`config.mk`:
```
export PLATFORM = sky130hd
export DESIGN_NAME = io_entrada_decimal
export DESIGN_NICKNAME = d
export VERILOG_FILES = /design/src/rtl/io_entrada_decimal.sv
export SDC_FILE = /design/constraint.sdc
export NUM_CORES = 1
export LEC_CHECK = 0
export ABC_AREA = 1
export BUFFER_PORTS_ARGS = -buffer_cell sky130_fd_sc_hd__buf_4
export CAP_MARGIN = 40
export CORE_ASPECT_RATIO = 1.4
export CORE_MARGIN = 4
export CORE_UTILIZATION = 60
export CTS_CLUSTER_DIAMETER = 50
export DETAILED_ROUTE_END_ITERATION = 7
export PLACE_DENSITY = 0.88
export SLEW_MARGIN = 20
export SYNTH_ARGS = -nofsm -noshare
export SYNTH_HDL_FRONTEND = slang
export SYNTH_SLANG_ARGS = --single-unit
```
`constraint.sdc`:
```
create_clock -name clock -period 5.54 [get_ports clock]
set_input_delay 0.554 -clock clock [delete_from_list [all_inputs] [get_ports clock]]
set_output_delay 0.554 -clock clock [all_outputs]
set_load 0.005 [all_outputs]
```
`src/rtl/io_entrada_decimal.sv`:
```
// Decimal keypad-entry front end for the CPU IN instruction.
// The board button is synchronized, debounced and edge-detected into a
// one-cycle press. Each press samples the switch bank: values 0..9 append
// a decimal digit (at most three), values 10..15 commit the typed value.
//
// CPU handshake: req is a level held by the CPU while an IN is pending.
// valid rises on the commit edge and stays high while req stays high;
// the edge after req falls clears valid. If req falls before a commit,
// the session is abandoned and valid never rises.
module io_entrada_decimal #(
   parameter int DEBOUNCE_CYCLES = 50000
) (
   input  logic        clock,
   input  logic        reset,
   input  logic        botaoPlaca,
   input  logic [3:0]  entradaDeDadosIO,
   input  logic        req,
   output logic [31:0] dado,
   output logic        valid,
   output logic        busy,
   output logic        ledin,
   output logic [3:0]  digCentena,
   output logic [3:0]  digDezena,
   output logic [3:0]  digUnidade,
   output logic [1:0]  estadoDebug
);

   localparam int CNT_W = (DEBOUNCE_CYCLES > 1) ? $clog2(DEBOUNCE_CYCLES) : 1;
   localparam logic [CNT_W-1:0] CNT_LAST = CNT_W'(DEBOUNCE_CYCLES - 1);

   typedef enum logic [1:0] {
      IDLE    = 2'd0,
      COLLECT = 2'd1,
      DONE    = 2'd2
   } estado_t;

   logic             botaoMeta;
   logic             botaoSync;
   logic [3:0]       swMeta;
   logic [3:0]       swSync;
   logic             stable;
   logic             stableQ;
   logic [CNT_W-1:0] contador;
   logic             press;
   estado_t          estado;
   logic [9:0]       acc;
   logic [1:0]       n;
   logic [9:0]       accNext;

   // Two-flop synchronizers; the button is inverted so 1 means pressed.
   always_ff @(posedge clock or posedge reset) begin
      if (reset) begin
         botaoMeta <= 1'b0;
         botaoSync <= 1'b0;
         swMeta    <= 4'd0;
         swSync    <= 4'd0;
      end else begin
         botaoMeta <= ~botaoPlaca;
         botaoSync <= botaoMeta;
         swMeta    <= entradaDeDadosIO;
         swSync    <= swMeta;
      end
   end

   // Debounce: accept a new level only after it differs from stable for
   // DEBOUNCE_CYCLES consecutive samples; any return to stable restarts.
   always_ff @(posedge clock or posedge reset) begin
      if (reset) begin
         stable   <= 1'b0;
         contador <= '0;
      end else if (botaoSync == stable) begin
         contador <= '0;
      end else if (contador == CNT_LAST) begin
         stable   <= botaoSync;
         contador <= '0;
      end else begin
         contador <= contador + 1'b1;
      end
   end

   // One-cycle press pulse on each rising edge of the debounced level.
   always_ff @(posedge clock or posedge reset) begin
      if (reset) begin
         stableQ <= 1'b0;
         press   <= 1'b0;
      end else begin
         stableQ <= stable;
         press   <= stable & ~stableQ;
      end
   end

   // acc*10 + digit never exceeds 999, so 10 bits is always enough.
   assign accNext = (acc * 10'd10) + {6'd0, swSync};

   // Entry session FSM with registered data, valid and digit outputs.
   always_ff @(posedge clock or posedge reset) begin
      if (reset) begin
         estado     <= IDLE;
         acc        <= 10'd0;
         n          <= 2'd0;
         dado       <= 32'd0;
         valid      <= 1'b0;
         digCentena <= 4'd0;
         digDezena  <= 4'd0;
         digUnidade <= 4'd0;
      end else begin
         case (estado)
            IDLE: begin
               if (req) begin
                  estado     <= COLLECT;
                  acc        <= 10'd0;
                  n          <= 2'd0;
                  digCentena <= 4'd0;
                  digDezena  <= 4'd0;
                  digUnidade <= 4'd0;
               end
            end
            COLLECT: begin
               // Abort outranks a press landing on the same cycle.
               if (!req) begin
                  estado <= IDLE;
               end else if (press) begin
                  if (swSync >= 4'd10) begin
                     dado   <= {22'd0, acc};
                     valid  <= 1'b1;
                     estado <= DONE;
                  end else if (n < 2'd3) begin
                     acc        <= accNext;
                     n          <= n + 2'd1;
                     digCentena <= digDezena;
                     digDezena  <= digUnidade;
                     digUnidade <= swSync;
                  end
               end
            end
            DONE: begin
               if (!req) begin
                  estado <= IDLE;
                  valid  <= 1'b0;
               end
            end
            default: begin
               estado <= IDLE;
            end
         endcase
      end
   end

   assign busy        = (estado == COLLECT);
   assign ledin       = busy;
   assign estadoDebug = estado;

endmodule
```
==> impl_metrics.env, run 1 <==
export IMPL_grt_pass1_vias=2498
export IMPL_drt_iter0_drc=152
export IMPL_drcViolationCount=0
export IMPL_setup_ws_ns=3.28
export IMPL_cts_setup_buffers=0
export IMPL_fmax_mhz=442
export IMPL_fin_cells=484
export IMPL_syn_avg_cell_area_sq_um=8.94
export IMPL_gp_congestion=0.887
export IMPL_cts_sinks=65
export IMPL_netlist_area_sq_um=3340
export IMPL_r2r_cells=10
export IMPL_antenna_found_initial=0
export IMPL_synth_top_area_cell="dfrtp_1"
export IMPL_final_core_util=0.721
export IMPL_hold_path_class="in -> async"
export IMPL_grt_max_degree=66
export IMPL_ios=57
export IMPL_synth_top_area_frac=0.487
export IMPL_tightest_slew_ns=0.637
export IMPL_tns_ns=0
export IMPL_drt_wl_total_um=6420
export IMPL_core_sq_um=5280
export IMPL_status="completed"
export IMPL_cts_root_buf="clkbuf_8"
export IMPL_htreeDepth=3
export IMPL_crit_fanout=3
export IMPL_rows=31
export IMPL_drive_gt1_frac=0.175
export IMPL_power_density_nw_per_um2=347
export IMPL_setup_worst_path_start_class="flop"
export IMPL_hold_ws_ns=0.190
export IMPL_synth_edf_count=0
export IMPL_drv_cap=0
export IMPL_yosysSeqAreaShare=0.487
export IMPL_netlist_top_cells_area="dfrtp_1, nand2_1, ha_1"
export IMPL_synthDistinctLibCells=38
export IMPL_finalCritPeriodShare=0.408
export IMPL_drtPass1Iterations=4
export IMPL_async_flop_share=1.00
export IMPL_cts_tree="done"
export IMPL_cp_required_ns=5.75
export IMPL_grt_pass1_wl_um=11200
export IMPL_grtUsageTotal=0.212
export IMPL_ys_top_cells_by_count="nand2_1, dfrtp_1, inv_1"
export IMPL_startpoint="acc[1]"
export IMPL_clkLatencyLatePin_ns=0.34
export IMPL_start_util=0.634
export IMPL_reg2reg_from="acc[1]"
export IMPL_overflow=0
export IMPL_ir_drop_uv=289
export IMPL_area_delta_synth_final_pct=13.7
export IMPL_cp_arrival_ns=2.47
export IMPL_finalNetCount=439
export IMPL_ys_flop_type="dfrtp_1"
export IMPL_syn_instance_count=374
export IMPL_cts_made_buffers=9
export IMPL_fin_crit_ns=2.26
export IMPL_fin_skew_ns=0.0124
export IMPL_ys_seq_elements=65
export IMPL_antenna_cells=0
export IMPL_synth_most_common_cell="nand2_1"
export IMPL_numPortBuffers=34
export IMPL_post_place_cells=467
export IMPL_vias=2505
export IMPL_wl_per_cell_um=13.3
export IMPL_cts_hold_buf=0
export IMPL_finalMaxSlewViolations=0
export IMPL_slew_headroom=0.574
export IMPL_dpl_hpwl_um=4810
export IMPL_rsz0062_at_grt="no"
export IMPL_hold_violations=0
export IMPL_via_per_inst=5.18
export IMPL_r2r_end="acc[8]"
export IMPL_cts_clk_slew_worst_paths_ns=0.06
export IMPL_setup_violations=0
export IMPL_post_cts_resized=0
export IMPL_crit_path_end_kind="flop"
export IMPL_die_w_um=71.1
export IMPL_critPathKind="reg -> reg"
export IMPL_clockBufferDepth=2
export IMPL_dp_slack_ns=3.31
export IMPL_die_h_um=96.3
export IMPL_dieArea_sq_um=6840
export IMPL_ant_nets=0
export IMPL_yosys_warnings=0
export IMPL_crit_path_end="acc[8]"
export IMPL_p_leak_uw=0.00201
export IMPL_r2r_slack_ns=3.28
## stage by stage
step | power [uW] | instance area, sq um
3_5_place_dp | 872 | 3550
4_1_cts | 1320 | 3770
2_1_floorplan | 797 | 3420
5_1_grt | 1400 | 3800
3_3_place_gp | 853 | 3550
6_report | 1320 | 3800
## cell usage in the layout (no fill, tap or decap), types with 2 or more instances in the layout
| cell | instances |
|---|---|
| nand2_1 | 72 |
| dfrtp_1 | 65 |
| inv_1 | 51 |
| buf_4 | 35 |
| nor2_1 | 31 |
| conb_1 | 22 |
| o21ai_0 | 19 |
| ha_1 | 16 |
| nand3_1 | 14 |
| clkbuf_8 | 11 |
| o22ai_1 | 9 |
| a21oi_1 | 9 |
| nand2_2 | 7 |
| nand4_1 | 6 |
| nor3_1 | 6 |
| o21ai_1 | 4 |
| inv_2 | 4 |
| xor2_1 | 4 |
| xnor2_1 | 4 |
| clkbuf_1 | 3 |
| nand2_4 | 2 |
| nand3_2 | 2 |
| nor3b_1 | 2 |
| nor3_4 | 2 |
| o21a_1 | 2 |
| fa_1 | 2 |
| bufinv_16 | 2 |
## critical path, cell delays in order (launching register included)
cell and delay (ns):
dfrtp_1 0.40, ha_1 0.31, ha_1 0.24, fa_1 0.55
nand2_1 0.07, inv_1 0.05, nand2_1 0.06, nor2_1 0.19
nand3_1 0.10, nand2_1 0.10, o21ai_1 0.08
## registers in the layout, indices dropped and copies added, names as in the netlist
name / flops
digCentena: 4
n: 2
valid: 1
swSync: 4
digDezena: 4
botaoSync: 1
acc: 9
stable: 1
stableQ: 1
botaoMeta: 1
contador: 16
digUnidade: 4
dado: 10
press: 1
estadoDebug: 2
swMeta: 4
## where the power goes
group / internal (uW) / switching (uW) / total (uW)
logic: 124 / 201 / 326
registers: 514 / 35.0 / 549
clock network: 279 / 165 / 443
total: 917 / 401 / 1320
## layout make-up
| class | instances | area (sq um) |
|---|---|---|
| repair buffers | 36 | 290 |
| well taps | 66 | 82.6 |
| multi-input cells | 245 | 1370 |
| clock buffers | 14 | 163 |
| clock inverters | 2 | 60.1 |
| flip-flops and latches | 65 | 1630 |
| fillers | 400 | 1470 |
| inverters | 56 | 213 |
## kinds of logic after synthesis
family                     count (synthesis)  share of synthesized area
AOI/OAI and AO/OA                         48                     0.0809
xor gates and xnor gates                   8                     0.0210
adders and majority gates                 18                     0.0719
buffers and inverters                     85                      0.128
DFF                                       65                      0.487
muxes                                      1                    0.00337
other                                      1                    0.00112
and+or+nand+nor                          148                      0.207
## worst min-delay path by stage
| stage | cells after the start | from | endpoint | slack, ns |
|---|---|---|---|---|
| CTS | 1 | entradaDeDadosIO[0] | swMeta[0] | 0.31 |
| floorplan | 0 | botaoMeta | botaoSync | 0.33 |
| detailed placement | 0 | swMeta[2] | swSync[2] | 0.34 |
| global route | 3 | reset | swMeta[2] | 0.19 |
| finish | 3 | reset | swMeta[2] | 0.19 |
| global placement | 0 | swMeta[2] | swSync[2] | 0.33 |
## routing by layer
metal  track usage  vias up  part of all wire
met3        0.0617       19             0.057
li1              -     1221                 -
met2         0.383       89              0.53
met1         0.229     1176              0.39
met5             0        -                 0
met4        0.0956        0             0.026
Power figures use the tool's default switching activity.
==> run 2: changes to the inputs <==
--- a/config.mk
+++ b/config.mk
@@ -10,10 +10,10 @@
 export CAP_MARGIN = 40
 export CORE_ASPECT_RATIO = 1.4
 export CORE_MARGIN = 4
-export CORE_UTILIZATION = 60
+export CORE_UTILIZATION = 51
 export CTS_CLUSTER_DIAMETER = 50
 export DETAILED_ROUTE_END_ITERATION = 7
-export PLACE_DENSITY = 0.88
+export PLACE_DENSITY = 0.8
 export SLEW_MARGIN = 20
 export SYNTH_ARGS = -nofsm -noshare
 export SYNTH_HDL_FRONTEND = slang
==> constraint.sdc (replaced) <==
create_clock -name clock -period 1.96 [get_ports clock]
set_input_delay 0.196 -clock clock [delete_from_list [all_inputs] [get_ports clock]]
set_output_delay 0.196 -clock clock [all_outputs]
set_load 0.005 [all_outputs]
==> run 2 against run 1 <==
Compared with the run above: the run now ends with negative setup slack left; combinational power grew to 3.5 times the previous value; non-clock buffer count grew 15; total power rose to 2.9 times the previous value; clock-buffer cell count is the same; critical path type unchanged; highest routed layer unchanged; via count is 1.0% higher; global-route usage decreased by 3.2 points; worst setup slack got worse by 3.4 ns.
==> impl_metrics.env, run 2 (synthesis gave the netlist of run 1 again) <==
export IMPL_cp_required_ns=2.19
export IMPL_finalNetCount=454
export IMPL_status="complete, but fails checks"
export IMPL_regMostFlops="contador"
export IMPL_htreeDepth=3
export IMPL_p_total_uw=3830
export IMPL_dieArea_sq_um=7930
export IMPL_r2r_cells=10
export IMPL_power_frac_comb=0.294
export IMPL_hold_violations=0
export IMPL_gp_congestion=0.874
export IMPL_cts_sinks=65
export IMPL_final_core_util=0.635
export IMPL_switchingPower_uw=1200
export IMPL_cts_clk_slew_worst_paths_ns=0.06
export IMPL_via_per_inst=5.01
export IMPL_drcViolationCount=0
export IMPL_drv_cap=0
export IMPL_fmax_mhz=481
export IMPL_area_delta_synth_final_pct=19.6
export IMPL_ant_nets=0
export IMPL_dpl_hpwl_um=5050
export IMPL_drtPass1Iterations=6
export IMPL_drive_gt1_frac=0.224
export IMPL_finalCritPeriodShare=1.06
export IMPL_die_w_um=76.4
export IMPL_ir_drop_uv=490
export IMPL_cp_arrival_ns=2.30
export IMPL_critPathKind="reg -> reg"
export IMPL_ios=57
export IMPL_grt_pass1_wl_um=11500
export IMPL_wl_per_cell_um=13.5
export IMPL_fin_skew_ns=0.00317
export IMPL_rsz0062_at_grt="yes"
export IMPL_cts_root_buf="clkbuf_8"
export IMPL_holdPathStages=3
export IMPL_grt_max_degree=66
export IMPL_failed_checks="negative setup slack"
export IMPL_grt_pass1_vias=2564
export IMPL_fin_crit_ns=2.08
export IMPL_core_sq_um=6300
export IMPL_crit_fanout=3
export IMPL_drt_iter0_drc=110
export IMPL_fin_cells=505
export IMPL_drt_wl_total_um=6810
export IMPL_die_h_um=104
export IMPL_mostFrequentLayoutCells="nand2_1, dfrtp_1, inv_1"
export IMPL_antenna_cells=0
export IMPL_largest_registers="contador x16, dado x10, acc x9"
export IMPL_power_density_nw_per_um2=959
export IMPL_vias=2531
export IMPL_post_place_cells=481
export IMPL_hold_path_class="in -> reg"
export IMPL_start_util=0.531
export IMPL_p_leak_uw=0.00207
export IMPL_cts_made_buffers=9
export IMPL_cts_tree="done"
export IMPL_setup_violations=4
export IMPL_switching_share=0.314
export IMPL_crit_path_end_kind="flop"
export IMPL_antenna_found_initial=0
export IMPL_power_internal_uw=2630
export IMPL_numPortBuffers=34
export IMPL_setup_worst_path_start_class="flop"
export IMPL_hold_ws_ns=0.155
export IMPL_finalMaxSlewViolations=0
export IMPL_clkLatencyLatePin_ns=0.33
export IMPL_clockPowerShare=0.301
export IMPL_setup_ws_ns=-0.119
export IMPL_fill_cells=477
export IMPL_seq_power_share=0.405
export IMPL_grtUsageTotal=0.180
export IMPL_clockBufferDepth=2
export IMPL_largest_register_ff_count=16
export IMPL_rows=34
export IMPL_overflow=0
export IMPL_final_common_cell="nand2_1"
==> run 2: changes by cell type in the layout (fill, tap and decap cells not counted), moves of 2 or more <==
cell           previous run  this run
nand2_2                   7        11
ha_1                     16        12
dlygate4sd3_1             0         6
nand2_1                  72        68
ha_4                      0         3
nor2_4                    1         3
nor2_1                   31        28
o21ai_0                  19        17
buf_4                    35        44
o21ai_1                   4         6
==> run 2: area by class of cell <==
| type | count | area, sq um | share of cell area |
|---|---|---|---|
| Sequential cell | 65 | 1630 | 0.407 |
| Inverter | 56 | 213 | 0.0532 |
| Clock buffer | 14 | 173 | 0.0432 |
| Timing Repair Buffer | 51 | 410 | 0.103 |
| Clock inverter | 2 | 35.0 | 0.00877 |
| Tap cell | 72 | 90.1 | 0.0225 |
| Multi-Input combinational cell | 245 | 1450 | 0.363 |
==> run 2: power groups by stage <==
stage / combinational, uW / sequential (uW) / clock [uW]
after floorplan: 742 / 1540 / 0
after global placement: 943 / 1570 / 0
after detailed placement: 992 / 1570 / 0
after CTS: 1050 / 1550 / 1180
after global routing: 1250 / 1560 / 1260
final: 1130 / 1550 / 1150
==> run 2: worst paths after layout <==
kind	start	slack, ns	end
setup / recovery	acc[1]	-0.12	acc[9]
hold / removal	req	0.15	estadoDebug[1]
setup reg to reg	acc[1]	-0.12	acc[9]
hold reg to reg	botaoMeta	0.35	botaoSync
max in group asynchronous	reset	1.20	digUnidade[2]
min in group asynchronous	reset	0.48	digCentena[1]
==> run 2: critical path: stages, from the launching register on <==
cell and delay (ns):
dfrtp_1 0.41, ha_4 0.26, ha_4 0.16, fa_2 0.59, nand2_2 0.08, nor2_4 0.13, nand2_2 0.07, nor2_2 0.08
nand2_1 0.07, nand3_2 0.06, nand2_1 0.05
==> run 2: timing repair <==
| action | CTS | global route |
|---|---|---|
| resized for setup | 5 | 9 |
| hold buffers | 6 | 0 |
| pin swaps | 2 | 4 |
| setup endpoints to repair | 4 | 4 |
| endpoints found under the hold margin | 70 | 0 |
| buffers inserted | 2 | 0 |
==> run 2: metal layers <==
layer,vias to the layer above,GRT usage,wire length (um)
li1,1252,-,-
met1,1182,0.196,2680
met2,71,0.321,3590
met3,26,0.0469,293
met4,0,0.0868,253
met5,-,0,0
==> run 2: stage by stage <==
stage | setup TNS, ns | instance area, sq um | setup WS [ns]
3_5_place_dp | -0.348 | 3650 | -0.146
4_1_cts | -0.249 | 3950 | -0.146
6_report | -0.308 | 4000 | -0.119
5_1_grt | -0.613 | 4000 | -0.198
2_1_floorplan | -0.0778 | 3440 | -0.0311
3_3_place_gp | -0.0639 | 3650 | -0.0335
==> run 3: changes to the inputs <==
--- a/config.mk
+++ b/config.mk
@@ -5,15 +5,14 @@
 export SDC_FILE = /design/constraint.sdc
 export NUM_CORES = 1
 export LEC_CHECK = 0
-export ABC_AREA = 1
 export BUFFER_PORTS_ARGS = -buffer_cell sky130_fd_sc_hd__buf_4
 export CAP_MARGIN = 40
 export CORE_ASPECT_RATIO = 1.4
 export CORE_MARGIN = 4
-export CORE_UTILIZATION = 51
+export CORE_UTILIZATION = 60
 export CTS_CLUSTER_DIAMETER = 50
 export DETAILED_ROUTE_END_ITERATION = 7
-export PLACE_DENSITY = 0.8
+export PLACE_DENSITY = 0.89
 export SLEW_MARGIN = 20
 export SYNTH_ARGS = -nofsm -noshare
 export SYNTH_HDL_FRONTEND = slang
==> constraint.sdc (replaced) <==
create_clock -name clock -period 2.47 [get_ports clock]
set_input_delay 0.247 -clock clock [delete_from_list [all_inputs] [get_ports clock]]
set_output_delay 0.247 -clock clock [all_outputs]
set_load 0.005 [all_outputs]
==> run 3 against run 2 <==
Compared with the run above: the flow finishes with violations (negative hold slack); critical path depth fell by 3; core utilization up 12 points; synthesized area fell by 5.3%; combinational power fell by 53%; clock skew rose by 0.0084 ns; non-clock buffer count increased by 4; sequential power decreased by 25%; via count down 11%; first-iteration DRC count grew 17%; largest cell class unchanged.
==> impl_metrics.env, run 3 <==
export IMPL_dieArea_sq_um=6520
export IMPL_ys_seq_elements=65
export IMPL_numPortBuffers=34
export IMPL_post_place_cells=397
export IMPL_final_common_cell="dfrtp_1"
export IMPL_fin_skew_ns=0.0116
export IMPL_status="complete, but fails checks"
export IMPL_overflow=0
export IMPL_failed_checks="negative hold slack"
export IMPL_dpl_hpwl_um=4530
export IMPL_clkLatencyLatePin_ns=0.34
export IMPL_drt_wl_total_um=6970
export IMPL_largest_register_ff_count=16
export IMPL_rsz0062_at_grt="yes"
export IMPL_cp_required_ns=2.72
export IMPL_synthDistinctLibCells=40
export IMPL_drt_iter0_drc=129
export IMPL_power_density_nw_per_um2=642
export IMPL_netlist_area_sq_um=3170
export IMPL_finalNetCount=378
export IMPL_drcViolationCount=0
export IMPL_syn_avg_cell_area_sq_um=10.7
export IMPL_ant_nets=0
export IMPL_htreeDepth=3
export IMPL_regMostFlops="contador"
export IMPL_mostFrequentLayoutCells="dfrtp_1, buf_4, nand2_1"
export IMPL_grtUsageTotal=0.219
export IMPL_tightest_slew_ns=0.807
export IMPL_regArea_sq_um=1630
export IMPL_cts_root_buf="clkbuf_8"
export IMPL_die_w_um=69.4
export IMPL_netlist_top_cells_area="dfrtp_1, ha_1, buf_4"
export IMPL_async_flop_share=1.00
export IMPL_vias=2258
export IMPL_drv_cap=0
export IMPL_setup_violations=0
export IMPL_grt_pass1_wl_um=11000
export IMPL_synth_most_common_cell="dfrtp_1"
export IMPL_synth_top_area_frac=0.514
export IMPL_hold_path_class="in -> async"
export IMPL_ir_drop_uv=500
export IMPL_synth_edf_count=0
export IMPL_cts_made_buffers=9
export IMPL_p_leak_uw=0.00187
export IMPL_via_per_inst=5.34
export IMPL_grt_max_degree=66
export IMPL_critPathKind="reg -> reg"
export IMPL_start_util=0.614
export IMPL_grt_pass1_vias=2379
export IMPL_crit_path_end_kind="flop"
export IMPL_antenna_found_initial=0
export IMPL_antenna_cells=0
export IMPL_multiInputGateArea_sq_um=1520
export IMPL_slew_headroom=0.462
export IMPL_fill_cells=360
export IMPL_die_h_um=93.9
export IMPL_finalCritPeriodShare=0.997
export IMPL_drive_gt1_frac=0.277
export IMPL_fin_cells=423
export IMPL_cp_arrival_ns=2.71
export IMPL_final_core_util=0.751
export IMPL_drtPass1Iterations=4
export IMPL_finalMaxSlewViolations=0
export IMPL_wl_per_cell_um=16.5
export IMPL_yosys_warnings=0
export IMPL_yosysSeqAreaShare=0.514
export IMPL_clockBufferDepth=2
export IMPL_ys_flop_type="dfrtp_1"
export IMPL_synth_top_area_cell="dfrtp_1"
export IMPL_worstPathCellList="ha_2, ha_4, fa_2, nand2_2, or4b_4, xnor2_1, o31ai_1"
export IMPL_fin_crit_ns=2.46
export IMPL_hold_violations=29
export IMPL_rows=31
export IMPL_cp_slowest_cell="fa_2"
export IMPL_ys_top_cells_by_count="dfrtp_1, nand2_1, buf_4"
export IMPL_cts_clk_slew_worst_paths_ns=0.07
export IMPL_tns_ns=0
export IMPL_setup_worst_path_start_class="flop"
export IMPL_syn_instance_count=296
export IMPL_ios=57
export IMPL_crit_fanout=4
export IMPL_cts_sinks=65
export IMPL_area_delta_synth_final_pct=22.3
export IMPL_gp_congestion=0.839
export IMPL_largest_registers="contador x16, dado x10, acc x9"
export IMPL_hold_ws_ns=-0.0243
export IMPL_cts_tree="done"
export IMPL_fmax_mhz=406
export IMPL_slowest_delay_ns=0.61
export IMPL_core_sq_um=5160
[run 3: cell count changes in the layout (fill, tap and decap cells not counted), moves of 6 or more]
cell / change
o21ai_1: -6
nand2_2: -10
a21oi_1: -7
nand3_1: -8
mux2_2: +10
xnor2_1: +9
o22ai_1: -9
o21ai_0: +6
nand2_1: -26
xor2_1: +6
inv_1: -43
buf_4: +6
[run 3: kinds of logic after synthesis]
logic type	synth area share
AND/OR/NAND/NOR	0.133
AO/OA/AOI/OAI	0.0787
multiplexers	0.0423
flip-flops	0.514
XOR/XNOR	0.0787
other	0.00118
buffers and inverters	0.0763
adder cells (fa/ha/maj)	0.0759
[run 3: final cells by class]
cell class,count,share of cell area
sequential,65,0.421
clock inverter,3,0.00388
clock buffer,13,0.0410
timing repair buffer,55,0.112
tap,66,0.0213
multi-input combinational,212,0.392
inverter,9,0.00872
[run 3: stage by stage]
stage	worst slack [ns]	instance area [sq um]	total power (uW)	hold slack, ns
after detailed placement	-0.102	3460	1550	0.336
after global placement	0.0285	3460	1520	0.336
after CTS	0.00618	3690	2370	0.000738
final	0.00731	3870	2480	-0.0243
after floorplan	0.0235	3250	1420	0.278
after global routing	-0.132	3870	2600	-0.00141
[run 3: what timing repair did]
item / in CTS / in global routing
pin swaps: 6 / 12
setup endpoints to repair: 2 / 2
gates resized for setup: 7 / 14
hold endpoints to repair: 0 / 4
setup buffers: 2 / 3
gates cloned: 0 / 0
hold buffers: 0 / 4
[run 3: path summary, 6_finish.rpt]
path,end,cells after the start,start,slack [ns]
worst max-delay path,acc[8],7,acc[2],0.007
worst min-delay path,dado[1],3,reset,-0.02
worst max register to register,acc[8],7,acc[2],0.007
worst min register to register,swSync[2],0,swMeta[2],0.35
max in group asynchronous,contador[9],4,reset,1.98
min in group clock,botaoMeta,2,botaoPlaca,0.04
[run 3: metal layers]
| layer | track usage | vias to the layer above | wire (um) |
|---|---|---|---|
| met5 | 0 | - | 0 |
| met4 | 0.112 | 0 | 234 |
| met3 | 0.0578 | 21 | 292 |
| met2 | 0.394 | 64 | 3930 |
| met1 | 0.235 | 1112 | 2520 |
| li1 | - | 1061 | - |
[run 3: critical path, delay by kind of cell, from the launching register on]
family	cells	cell delay, ns
AOI/OAI and AO/OA	1	0.22
xor gates and xnor gates	1	0.15
adders and majority gates	3	1.00
DFF	1	0.44
and+or+nand+nor	2	0.56
[run 3: where the power goes]
| part | switching [uW] | internal [uW] |
|---|---|---|
| sequential | 44.6 | 1110 |
| clock | 378 | 414 |
| combinational | 274 | 260 |
